===== config.mk =====
export PLATFORM = sky130hd
export DESIGN_NAME = elevator_req_input
export DESIGN_NICKNAME = d
export VERILOG_FILES = /design/src/rtl/elevator_pkg.sv /design/src/rtl/elevator_btn_cond.sv /design/src/rtl/elevator_req_input.sv
export SDC_FILE = /design/constraint.sdc
export NUM_CORES = 1
export LEC_CHECK = 0
export ABC_AREA = 1
export BUFFER_PORTS_ARGS = -buffer_cell sky130_fd_sc_hd__buf_2
export CORE_MARGIN = 10
export CORE_UTILIZATION = 46
export DETAILED_ROUTE_END_ITERATION = 12
export PLACE_DENSITY = 0.78
export SETUP_SLACK_MARGIN = 0.15
export SLEW_MARGIN = 5
export SYNTH_ARGS = -nofsm -noshare
export SYNTH_HDL_FRONTEND = slang
export SYNTH_SLANG_ARGS = --single-unit

===== constraint.sdc =====
create_clock -name clk -period 1.8 [get_ports clk]
set_clock_uncertainty 0.2 [all_clocks]
set_input_delay 0.18 -clock clk [delete_from_list [all_inputs] [get_ports clk]]
set_output_delay 0.18 -clock clk [all_outputs]
set_load 0.01 [all_outputs]

===== src/rtl/elevator_pkg.sv =====
// Shared elevator constants: default floor count, end-floor indices and the
// hall-call validity masks reused by the controller and display blocks.
package elevator_pkg;

  localparam int NUM_FLOORS   = 4;
  localparam int MAX_FLOORS   = 32;
  localparam int TOP_FLOOR    = NUM_FLOORS - 1;
  localparam int BOTTOM_FLOOR = 0;

  // An up call from the top floor and a down call from the bottom floor are meaningless.
  function automatic logic [MAX_FLOORS-1:0] up_valid_bits(input int floors);
    logic [MAX_FLOORS-1:0] mask;
    mask            = '1;
    mask[floors-1]  = 1'b0;
    return mask;
  endfunction

  function automatic logic [MAX_FLOORS-1:0] down_valid_bits(input int floors);
    logic [MAX_FLOORS-1:0] mask;
    mask               = '1;
    mask[BOTTOM_FLOOR] = 1'b0;
    return mask;
  endfunction

  localparam logic [NUM_FLOORS-1:0] UP_VALID_MASK   = NUM_FLOORS'(up_valid_bits(NUM_FLOORS));
  localparam logic [NUM_FLOORS-1:0] DOWN_VALID_MASK = NUM_FLOORS'(down_valid_bits(NUM_FLOORS));

endpackage


===== src/rtl/elevator_btn_cond.sv =====
// Single-button conditioner: 2-flop synchroniser, optional debounce filter
// (ELEVATOR_INPUT_DEBOUNCE_EN) and registered rising-edge detect -> press pulse.
module elevator_btn_cond #(
  parameter int DEBOUNCE_CYCLES = 4
) (
  input  logic clk,
  input  logic rst_n,
  input  logic btn,
  output logic press
);

  logic [1:0] sync_q;
  logic       level;
  logic       edge_q;
  logic       press_q;

  // NOTE: sequential state uses non-blocking assignments so every flop samples
  // the pre-edge value of its neighbours; blocking here would collapse the chain.
  always_ff @(posedge clk or negedge rst_n) begin
    if (!rst_n) begin
      sync_q <= '0;
    end else begin
      sync_q <= {sync_q[0], btn};
    end
  end

`ifdef ELEVATOR_INPUT_DEBOUNCE_EN
  localparam int CNT_W = $clog2(DEBOUNCE_CYCLES + 1);

  logic [CNT_W-1:0] cnt_q;
  logic             filt_q;

  // Count consecutive samples that disagree with the accepted level; any agreeing
  // sample restarts the count, so short glitches never reach the edge detector.
  always_ff @(posedge clk or negedge rst_n) begin
    if (!rst_n) begin
      cnt_q  <= '0;
      filt_q <= 1'b0;
    end else if (sync_q[1] == filt_q) begin
      cnt_q  <= '0;
    end else if (cnt_q == CNT_W'(DEBOUNCE_CYCLES - 1)) begin
      cnt_q  <= '0;
      filt_q <= sync_q[1];
    end else begin
      cnt_q  <= cnt_q + CNT_W'(1);
    end
  end

  assign level = filt_q;
`else
  logic unused_debounce_cfg;
  assign unused_debounce_cfg = (DEBOUNCE_CYCLES > 0);
  assign level = sync_q[1];
`endif

  // edge_q starts at 0 after reset, so a button still held through reset yields one press.
  always_ff @(posedge clk or negedge rst_n) begin
    if (!rst_n) begin
      edge_q  <= 1'b0;
      press_q <= 1'b0;
    end else begin
      edge_q  <= level;
      press_q <= level & ~edge_q;
    end
  end

  assign press = press_q;

endmodule


===== src/rtl/elevator_req_input.sv =====
// Request capture for the elevator: conditions every hall/car button and holds
// sticky request queues until cleared. Debounce enabled by ELEVATOR_INPUT_DEBOUNCE_EN.
module elevator_req_input
  import elevator_pkg::*;
#(
  parameter int FLOORS          = NUM_FLOORS,
  parameter int DEBOUNCE_CYCLES = 4
) (
  input  logic              clk,
  input  logic              rst_n,
  input  logic [FLOORS-1:0] outsideUp,
  input  logic [FLOORS-1:0] outsideDown,
  input  logic [FLOORS-1:0] insideFloor,
  input  logic [FLOORS-1:0] clearUp,
  input  logic [FLOORS-1:0] clearDown,
  input  logic [FLOORS-1:0] clearInside,
  output logic [FLOORS-1:0] queueUp,
  output logic [FLOORS-1:0] queueDown,
  output logic [FLOORS-1:0] queueinside
);

  localparam logic [FLOORS-1:0] UP_MASK   = FLOORS'(up_valid_bits(FLOORS));
  localparam logic [FLOORS-1:0] DOWN_MASK = FLOORS'(down_valid_bits(FLOORS));

  logic [FLOORS-1:0] press_up;
  logic [FLOORS-1:0] press_down;
  logic [FLOORS-1:0] press_inside;

  logic [FLOORS-1:0] up_q;
  logic [FLOORS-1:0] down_q;
  logic [FLOORS-1:0] inside_q;

  for (genvar i = 0; i < FLOORS; i++) begin : g_floor
    elevator_btn_cond #(.DEBOUNCE_CYCLES(DEBOUNCE_CYCLES)) u_up (
      .clk   (clk),
      .rst_n (rst_n),
      .btn   (outsideUp[i]),
      .press (press_up[i])
    );

    elevator_btn_cond #(.DEBOUNCE_CYCLES(DEBOUNCE_CYCLES)) u_down (
      .clk   (clk),
      .rst_n (rst_n),
      .btn   (outsideDown[i]),
      .press (press_down[i])
    );

    elevator_btn_cond #(.DEBOUNCE_CYCLES(DEBOUNCE_CYCLES)) u_inside (
      .clk   (clk),
      .rst_n (rst_n),
      .btn   (insideFloor[i]),
      .press (press_inside[i])
    );
  end

  // Set is OR-ed after the clear so a press colliding with a clear keeps the request.
  always_ff @(posedge clk or negedge rst_n) begin
    if (!rst_n) begin
      up_q     <= '0;
      down_q   <= '0;
      inside_q <= '0;
    end else begin
      up_q     <= ((up_q & ~clearUp) | press_up) & UP_MASK;
      down_q   <= ((down_q & ~clearDown) | press_down) & DOWN_MASK;
      inside_q <= (inside_q & ~clearInside) | press_inside;
    end
  end

  assign queueUp     = up_q;
  assign queueDown   = down_q;
  assign queueinside = inside_q;

endmodule


After elaboration in Yosys (flattened, before gate mapping)
Index checks and enable logic that the tools add are counted.
{"block": "word_totals", "word_cells": 67, "in_bits": 26, "out_inout_bits": 12, "ff_bits": 54}
{"block": "op_classes", "n_bitwise": 31}
{"op": "$and A1 B1 Y1", "n": 11}
{"op": "$not A1 Y1", "n": 11}
{"op": "$and A4 B4 Y4", "n": 2}
{"op": "$not A4 Y4", "n": 2}
{"op": "$or A4 B4 Y4", "n": 2}
{"op": "$and A3 B3 Y3", "n": 1}
{"op": "$not A3 Y3", "n": 1}
{"op": "$or A3 B3 Y3", "n": 1}

Depth between registers and ports, before layout
Gate-level depths: netlist (run 1).
{"block": "depth", "word_depth": 3, "ltp_mapped": 3, "depth_no_buf": 3}

Hierarchy
A second synthesis (run 1) with hierarchy kept.
{"block": "unflattened", "cells_unflattened": 113, "hier_area_um2": 1520.2}
{"mod": "elevator_btn_cond", "seq_area_each_um2": 100.1, "area_each_um2": 110.1, "instances": 10, "cells_per_inst": 6}
{"mod": "elevator_req_input", "seq_area_each_um2": 250.2, "area_each_um2": 419.2, "instances": 1, "cells_per_inst": 53}

Worst setup path after synthesis (run 1)
No wires, ideal clock.
{"block": "synth_path", "path_type": "register to register", "start": "reg down_q[1] (netlist: queueDown[1])", "end": "reg down_q[1] (netlist: queueDown[1])", "setup_time_ns": 0.117, "slack_ns": 0.985, "path_buffers": 0, "arrival_ns": 0.499, "stages_incl_launch_ff": 3, "required_ns": 1.483, "synth_period_minus_slack_ns": 0.815, "path_cell_list": "dfrtp_1 nand2_1 nand2_1"}
{"block": "synth_via", "elab_chain_len": 2}
{"element": "from (decl)", "line_no": "elevator_req_input.sv:30", "source": "logic [FLOORS-1:0] down_q;"}
{"element": "from (signal assigned)", "line_no": "elevator_req_input.sv:64", "source": "down_q <= ((down_q & ~clearDown) | press_down) & DOWN_MASK;"}
{"element": "$and A4 B4 Y4", "line_no": "elevator_req_input.sv:64"}
{"element": "$or A4 B4 Y4", "line_no": "elevator_req_input.sv:64"}
Every way passes these cells.

Worst setup path in the final report (run 1)
{"block": "layout_path", "start": "reg down_q[2] (netlist: queueDown[2])", "end": "out queueDown[2]"}
{"element": "to (decl)", "line_no": "elevator_req_input.sv:18", "source": "output logic [FLOORS-1:0] queueDown,"}
No word-level cell between the ends.

==> qor.csv, run 1 <==
metric;value;unit
outcome;completed;
Top Ports;38;
Cell Chain, Critical Path;buf_2;
DRC marker count from the first detailed-route iteration;16;
Num CTS Buffers;5;
Chip Width;77.5;um
cell row count;20;
Post-DRT Antenna Nets;0;
crit-path max cell delay;0.41;ns
global-route wire length before repair;3.98;mm
crit path max-delay cell type;dfrtp_1;
most frequent cell after synthesis;dfrtp_1;
async set or reset register ratio after synthesis;100;%
H-tree levels;2;
Yosys cell types;6;
GRT Util Overall;8.24;%
filler instances;239;
fmax;0.780;GHz
Vias;850;
top_reg_cell synth;dfrtp_1;
share of cells above drive strength 1;28.9;%
worst path required time;1.42;ns
reg-to-reg slack, setup;0.98;ns
CP Capture Type;output pin;
total grt overflow;0;
IO buf count;31;
vias in the first global route;901;
drt pass-1 iters;2;
diodes inserted;0;
Synth Cell Area;0.00152;mm2
VDD IR-drop max;0.588;mV
Total Neg Setup Slack;0;ns
Avg WL per Cell;10.5;um
Yosys top cell by area;dfrtp_1;
clk_lat worst skew;0.34;ns
Multi-input gate area;145;um2
nets;198;
max-slew violations;0;
Post-synth EDFFs;0;
Critical Path AT;0.90;ns
CTS max path bufs;2;
die height;77.5;um
area grow syn2layout;33.3;%
# setup viols final;0;
Die ar.;0.00600;mm2
postcts setup bufs;0;
DP Area;0.00174;mm2
top-area cell type share of the netlist area;82.3;%
PnR Total Power;1.96;mW
Register Area;0.00125;mm2
Clk pin slew, worst setup/hold paths;0.13;ns
crit-path max FO;2;
family with the most delay on the worst path;flip-flops;
final hold violation count;0;
FF-to-FF End;queueDown[2]$_DFF_PN0_;
DRC;0;
final instance area;0.00203;mm2
CTS tree;done;
Power Density;969;mW/mm2
antenna violations before repair;0;
Post-synth top cells;50 x dfrtp_1, 30 x inv_1, 20 x nand2_1;
max cap viols;0;
Cells after Synth;113;
yosys warns;0;
Seq cells post-synth;50;
Crit. Startpoint;queueDown[2]$_DFF_PN0_;
core area;0.00310;mm2
Leak;1.09;nW
clock period minus worst slack;1.28;ns
root buffer cell;clkbuf_4;
Vias per Instance;3.92;
RSZ-0062 raised after global routing;false;
gpl congestion;0.618;
Buf/Inv on CP;1;
Hold Crit Class;input port to async pin;
CP Launch Type;flip-flop;
pin count of the biggest net entering global routing;35;
FF-to-FF path depth;2;
Setup CP Type;flip-flop to output pin;
DP Wirelength;1.62;mm
Tcrit/Tclk final;71.2;%
Initial Util;49.0;%
Seq/Total Area, Yosys;82.3;%
syn avg cell area;13.5;um2
total wire length;2.29;mm
reg2reg start;queueDown[2]$_DFF_PN0_;
Synth area leaders;dfrtp_1 82%, inv_1 7.4%, nand2_1 4.9%;
CTS sink cnt;50;
-- routing by layer --
layer	vias up	GRT usage (%)	share of wire, %
met3	7	2.88	5.3
li1	423	-	-
met5	-	0	0
met4	0	5.66	2.2
met2	27	14.5	53
met1	393	7.95	40
-- worst max-delay path by stage --
stage / cells past startpoint / to / slack [ns]
2_1_floorplan: 2 / queueDown[1]$_DFF_PN0_ / 0.98
3_3_place_gp: 1 / queueinside[0] / 0.93
3_5_place_dp: 1 / queueDown[2] / 0.91
4_1_cts: 1 / queueDown[2] / 0.51
5_1_grt: 1 / queueDown[3] / 0.46
6_report: 1 / queueDown[2] / 0.52
-- per-stage QoR --
step / hold WS, ns / util [%] / setup WS, ns / instances
finish: 0.0940 / 65.3 / 0.519 / 217
global placement: -0.0996 / 56.0 / 0.929 / 188
global route: 0.114 / 65.3 / 0.462 / 217
CTS: 0.0706 / 65.3 / 0.506 / 217
floorplan: -0.316 / - / 0.985 / 114
detailed placement: -0.0768 / 56.0 / 0.908 / 188
-- report_power, final --
| part | total, mW | internal, mW | switching, mW |
|---|---|---|---|
| Clock | 0.598 | 0.288 | 0.310 |
| Combinational | 0.154 | 0.0793 | 0.0745 |
| Sequential | 1.21 | 1.19 | 0.0259 |
-- kinds of logic (layout without fill, tap and decap cells) --
logic type             Yosys count  after routing  synth area share [%]
and+or+nand+nor                 30             30                  9.05
DFF                             50             50                  82.3
other                            1              2                 0.247
buffers and inverters           32             91                  8.39
-- layout make-up --
type | count | share of cell area (%)
multi-input combinational | 32 | 7.16
timing repair buffer | 53 | 19.0
inverter | 30 | 5.56
clock inverter | 3 | 1.98
tap | 44 | 2.72
clock buffer | 5 | 1.85
sequential | 50 | 61.7
-- cell usage in the layout, fill, tap and decap left out --
master | synthesis | routed
clkinv_2 | 0 | 2
clkbuf_4 | 0 | 5
buf_2 | 0 | 31
nand2_1 | 20 | 20
buf_12 | 0 | 1
inv_1 | 30 | 30
dlygate4sd3_1 | 0 | 21
conb_1 | 1 | 2
dfrtp_1 | 50 | 50
bufinv_16 | 0 | 1
nor2_2 | 10 | 10
-- state kept, by name, summed over array words and instances (netlist names) --
signal	flops
g_floor.u_down.edge_q	3
queueDown	3
g_floor.u_up.edge_q	3
g_floor.u_up.sync_q	6
g_floor.u_inside.edge_q	4
g_floor.u_up.press	3
queueinside	4
g_floor.u_inside.sync_q	8
g_floor.u_inside.press	4
g_floor.u_down.press	3
g_floor.u_down.sync_q	6
queueUp	3
-- timing repair --
item / CTS / global route
setup endpoints to repair: 0 / 0
hold endpoints to repair: 70 / 0
gates resized for setup: 0 / 0
hold buffers: 21 / 0
(Power assumes the default switching activity.)
==> inputs of run 2 (changes only) <==
==> constraint.sdc (replaced) <==
create_clock -name clk -period 1.2 [get_ports clk]
set_clock_uncertainty 0.2 [all_clocks]
set_input_delay 0.12 -clock clk [delete_from_list [all_inputs] [get_ports clk]]
set_output_delay 0.12 -clock clk [all_outputs]
set_load 0.01 [all_outputs]
==> run 2 against run 1 <==
  * Global-route usage increased by 0.19 points
  * Combinational power increased by 73%
  * Critical endpoint unchanged
  * Flip-flop and latch count unchanged
  * The flow now finishes with violations (negative setup slack)
  * Wire length increased by 4.9%
  * Sequential power increased by 50%
  * Via count increased by 2.1%
==> qor.csv, run 2 (synthesis gave the netlist of run 1 again) <==
metric;value;unit
outcome;finished with violations;
failing checks;negative setup slack;
Top Ports;38;
Biggest register;g_floor.u_inside.sync_q;
vias in the first global route;913;
Vias per Instance;3.89;
Clk pin slew, worst setup/hold paths;0.12;ns
total wire length;2.40;mm
RSZ-0062 raised after global routing;true;
Die ar.;0.00600;mm2
Buf/Inv on CP;1;
Critical Path AT;0.89;ns
commonest non-fill, non-tap cell in the layout;dfrtp_1;
Power Density;1340;mW/mm2
pin count of the biggest net entering global routing;51;
met3 wire length;177;um
root buffer cell;clkbuf_4;
Clk pwr share;24.1;%
antenna violations before repair;0;
die height;77.5;um
wl on met1;869;um
worst path required time;0.88;ns
Setup CP Type;flip-flop to output pin;
Logic pwr share;9.7;%
DRC;0;
Top Registers;g_floor.u_inside.sync_q: 8 flops, g_floor.u_up.sync_q: 6 flops, g_floor.u_down.sync_q: 6 flops;
CTS sink cnt;50;
filler instances;253;
GRT Util Overall;8.42;%
diodes inserted;0;
commonest non-fill, non-tap cells in the layout;50 x dfrtp_1, 31 x buf_2, 30 x inv_1, 21 x dlygate4sd3_1, 19 x nand2_1;
clk_lat worst skew;0.35;ns
DRC marker count from the first detailed-route iteration;41;
final hold slack;0.0726;ns
H-tree levels;2;
Pint;2.15;mW
total grt overflow;0;
PnR Total Power;2.75;mW
final setup margin;-0.0122;ns
Vias;868;
CTS tree;done;
Chip Width;77.5;um
final core area utilization;66.2;%
Num CTS Buffers;5;
Sequential Power Share;66.2;%
drt pass-1 iters;4;
Tcrit/Tclk final;101;%
max cap viols;0;
family with the most delay on the worst path;flip-flops;
DP Area;0.00174;mm2
Total Neg Setup Slack;-0.0244;ns
Cell Chain, Critical Path;buf_2;
Leak;1.11;nW
nets;205;
global-route wire length before repair;3.93;mm
IO buf count;31;
CP Capture Type;output pin;
pre-CTS setup slack;0.375;ns
VDD IR-drop max;0.871;mV
crit-path max cell delay;0.40;ns
Net Sw Frac;21.7;%
Initial Util;49.0;%
Post-DRT Antenna Nets;0;
Hold Crit Class;input port to async pin;
CP Launch Type;flip-flop;
final hold violation count;0;
post-route insts no fill;223;
core area;0.00310;mm2
placed cells;188;
top sig layer;met4;
fmax;0.825;GHz
gpl congestion;0.593;
NetSw;0.597;mW
final instance area;0.00205;mm2
met2 wire len;1.29;mm
DP Wirelength;1.46;mm
# setup viols final;4;
Avg WL per Cell;10.8;um
crit path max-delay cell type;dfrtp_1;
area grow syn2layout;35.1;%
cell row count;20;
clock period minus worst slack;1.21;ns
crit-path max FO;2;
CTS max path bufs;2;
share of cells above drive strength 1;30.7;%
number of flip-flops in the largest register;8;
max-slew violations;0;
[run 2: cell count changes in the layout (fill, tap and decap cells not counted), sizes merged]
cell,delta
buf,+7
bufinv,-1
clkinv,-2
clkbuf,+2
[run 2: layout make-up]
class / count / area (um2) / share of cell area (%)
Clock buffer: 7 / 45.0 / 2.19
Sequential cell: 50 / 1250 / 60.9
Tap cell: 44 / 55.1 / 2.68
Multi-Input combinational cell: 32 / 148 / 7.19
Inverter: 30 / 113 / 5.48
Timing Repair Buffer: 60 / 442 / 21.5
[run 2: layer usage]
layer | global-route usage (%) | vias up
met5 | 0 | -
met2 | 14.7 | 29
li1 | - | 441
met4 | 5.47 | 0
met3 | 4.38 | 5
met1 | 7.45 | 393
[run 2: power by group through the flow]
| stage | logic, mW | clock network (mW) | registers (mW) |
|---|---|---|---|
| after detailed placement | 0.183 | 0 | 1.85 |
| after CTS | 0.252 | 0.689 | 1.82 |
| final | 0.267 | 0.661 | 1.82 |
| after global routing | 0.298 | 0.768 | 1.83 |
| after global placement | 0.173 | 0 | 1.85 |
| after floorplan | 0.0565 | 0 | 1.86 |
[run 2: worst paths after layout]
kind	from	endpoint	slack [ns]	cells after the start
min reg2reg	g_floor[2].u_inside.sync_q[0]$_DFF_PN0_	g_floor[2].u_inside.sync_q[1]$_DFF_PN0_	0.16	0
max reg2reg	queueinside[3]$_DFF_PN0_	queueinside[3]$_DFF_PN0_	0.18	4
min in group clk	g_floor[2].u_inside.sync_q[0]$_DFF_PN0_	g_floor[2].u_inside.sync_q[1]$_DFF_PN0_	0.16	0
min	rst_n	g_floor[2].u_inside.edge_q$_DFF_PN0_	0.07	3
max in group asynchronous	rst_n	g_floor[0].u_inside.edge_q$_DFF_PN0_	0.52	3
max	queueDown[2]$_DFF_PN0_	queueDown[2]	-0.01	1
[run 2: repair_timing]
item,4_1_cts,5_1_grt
buffers inserted,4,3
endpoints found under the hold margin,70,0
hold buffers,21,0
gates resized for setup,0,2
setup endpoints to repair,10,10
pin swaps,0,2
==> inputs of run 3 (changes only) <==
--- a/config.mk
+++ b/config.mk
@@ -5,7 +5,6 @@
 export SDC_FILE = /design/constraint.sdc
 export NUM_CORES = 1
 export LEC_CHECK = 0
-export ABC_AREA = 1
 export BUFFER_PORTS_ARGS = -buffer_cell sky130_fd_sc_hd__buf_2
 export CORE_MARGIN = 10
 export CORE_UTILIZATION = 46
==> constraint.sdc (replaced) <==
create_clock -name clk -period 1.3 [get_ports clk]
set_clock_uncertainty 0.2 [all_clocks]
set_input_delay 0.13 -clock clk [delete_from_list [all_inputs] [get_ports clk]]
set_output_delay 0.13 -clock clk [all_outputs]
set_load 0.01 [all_outputs]
==> run 3 against run 2 <==
  * The flow finishes with violations (negative hold slack)
  * First-iteration DRC count is 7.3% lower
  * Worst setup slack better by 0.072 ns
  * Non-clock buffer count is 3 higher
  * Via count is 8.4% lower
  * Clock power is 4.1% lower
  * Synthesized area is 4.9% lower
  * Wire length is 6.0% lower
  * Die area is 3.7% lower
  * Critical path type unchanged
==> qor.csv, run 3 <==
metric;value;unit
CP Launch Type;flip-flop;
hold-fix buffers at CTS;21;
die height;76.1;um
syn avg cell area;17.4;um2
Die ar.;0.00578;mm2
Initial Util;47.7;%
final core area utilization;66.6;%
# setup viols final;0;
Seq/Total Area, Yosys;86.6;%
core area;0.00303;mm2
CP Capture Type;output pin;
diodes inserted;0;
commonest non-fill, non-tap cell in the layout;dfrtp_1;
clock period minus worst slack;1.24;ns
Yosys cell types;6;
outcome;finished with violations;
DRC marker count from the first detailed-route iteration;38;
total wire length;2.26;mm
Leak;1.07;nW
gpl congestion;0.625;
nets;178;
Critical Path AT;0.91;ns
number of flip-flops in the largest register;8;
Biggest register;g_floor.u_inside.sync_q;
Seq cells post-synth;50;
Hold Crit Class;input port to async pin;
post-route insts no fill;196;
most frequent cell after synthesis;dfrtp_1;
antenna violations before repair;0;
total grt overflow;0;
Buf/Inv on CP;1;
VDD IR-drop max;0.818;mV
CTS sink cnt;50;
Tcrit/Tclk final;95.4;%
clk_lat worst skew;0.36;ns
Power Density;1270;mW/mm2
top-area cell type share of the netlist area;86.6;%
root buffer cell;clkbuf_4;
Vias per Instance;4.06;
Top Ports;38;
crit-path max cell delay;0.41;ns
IO buf count;31;
pin count of the biggest net entering global routing;31;
reg-to-reg slack, setup;0.23;ns
vias in the first global route;883;
Yosys top cell by area;dfrtp_1;
Synth area leaders;dfrtp_1 87%, a21o_1 5.2%, nor2b_1 4.3%;
CTS max path bufs;2;
Synth Cell Area;0.00145;mm2
FF-to-FF path depth;3;
crit-path max FO;2;
filler instances;215;
final hold slack;-0.0466;ns
top_reg_cell synth;dfrtp_1;
Cells after Synth;83;
drt pass-1 iters;3;
H-tree levels;2;
reg2reg start;queueinside[2]$_DFF_PN0_;
Post-synth top cells;50 x dfrtp_1, 10 x a21o_1, 10 x inv_1, 10 x nor2b_1, 2 x buf_4;
Post-synth EDFFs;0;
placed cells;159;
async set or reset register ratio after synthesis;100;%
DRC;0;
DP Wirelength;1.52;mm
GRT Util Overall;8.33;%
Top Registers;g_floor.u_inside.sync_q: 8 flops, g_floor.u_up.sync_q: 6 flops, g_floor.u_down.sync_q: 6 flops;
Clk pin slew, worst setup/hold paths;0.12;ns
family with the most delay on the worst path;flip-flops;
final hold violation count;9;
CTS tree;done;
share of cells above drive strength 1;32.2;%
Setup CP Type;flip-flop to output pin;
Num CTS Buffers;5;
area grow syn2layout;39.5;%
Avg WL per Cell;11.5;um
Post-DRT Antenna Nets;0;
RSZ-0062 raised after global routing;true;
yosys warns;0;
max-slew violations;0;
FF-to-FF End;queueinside[2]$_DFF_PN0_;
max cap viols;0;
failing checks;negative hold slack;
fmax;0.806;GHz
crit path max-delay cell type;dfrtp_1;
Cell Chain, Critical Path;buf_2;
Vias;795;
commonest non-fill, non-tap cells in the layout;50 x dfrtp_1, 28 x buf_2, 21 x dlygate4sd3_1;
Chip Width;76.1;um
cell row count;20;
global-route wire length before repair;3.89;mm
worst path required time;0.97;ns
## run 3: layer usage
layer / track usage [%] / wire length (um) / vias to the layer above
met2: 13.2 / 1170 / 24
met5: 0 / 0 / -
met1: 8.66 / 895 / 380
met3: 4.95 / 143 / 5
li1: - / - / 386
met4: 3.90 / 50 / 0
## run 3: metrics by stage
step	TNS, ns	area [um2]	hold slack (ns)	power, mW	setup WS [ns]
6_report	0	2020	-0.0466	2.56	0.0600
3_5_place_dp	0	1670	-0.188	1.87	0.450
4_1_cts	0	1970	-0.0437	2.55	0.0420
2_1_floorplan	0	1450	-0.366	1.76	0.437
5_1_grt	-0.00843	2020	-0.0397	2.68	-0.00843
3_3_place_gp	0	1670	-0.195	1.85	0.476
## run 3: where the power goes
part | internal (mW) | total [mW] | switching, mW
registers | 1.64 | 1.68 | 0.0352
logic | 0.154 | 0.248 | 0.0939
clock network | 0.195 | 0.634 | 0.439
total | 1.99 | 2.56 | 0.568
## run 3: layout make-up
type / count / area (um2) / share of cell area [%]
clock inverters: 2 / 10.0 / 0.497
clock buffers: 5 / 37.5 / 1.86
repair buffers: 63 / 479 / 23.8
multi-input cells: 22 / 145 / 7.20
flip-flops and latches: 50 / 1250 / 62.1
well taps: 44 / 55.1 / 2.73
inverters: 10 / 37.5 / 1.86
## run 3: kinds of logic after synthesis
group,share of synthesized area (%)
AOI/OAI and AO/OA,5.19
buffers and inverters,3.64
DFF,86.6
other,0.259
and+or+nand+nor,4.33
## run 3: worst max-delay path by stage
stage	startpoint	end	slack [ns]	depth (start not counted)
floorplan	queueDown[1]$_DFF_PN0_	queueDown[1]$_DFF_PN0_	0.44	1
global placement	queueDown[1]$_DFF_PN0_	queueDown[1]	0.48	1
detailed placement	queueUp[0]$_DFF_PN0_	queueUp[0]$_DFF_PN0_	0.45	1
CTS	queueUp[0]$_DFF_PN0_	queueUp[0]	0.04	1
global route	queueUp[0]$_DFF_PN0_	queueUp[0]	-0.008	1
finish	queueinside[0]$_DFF_PN0_	queueinside[0]	0.06	1
## run 3: repair_timing
item,in CTS,in global routing
buffers inserted,5,4
endpoints found under the setup margin,10,10
cloned,0,0
endpoints found under the hold margin,70,9
resized for setup,1,2
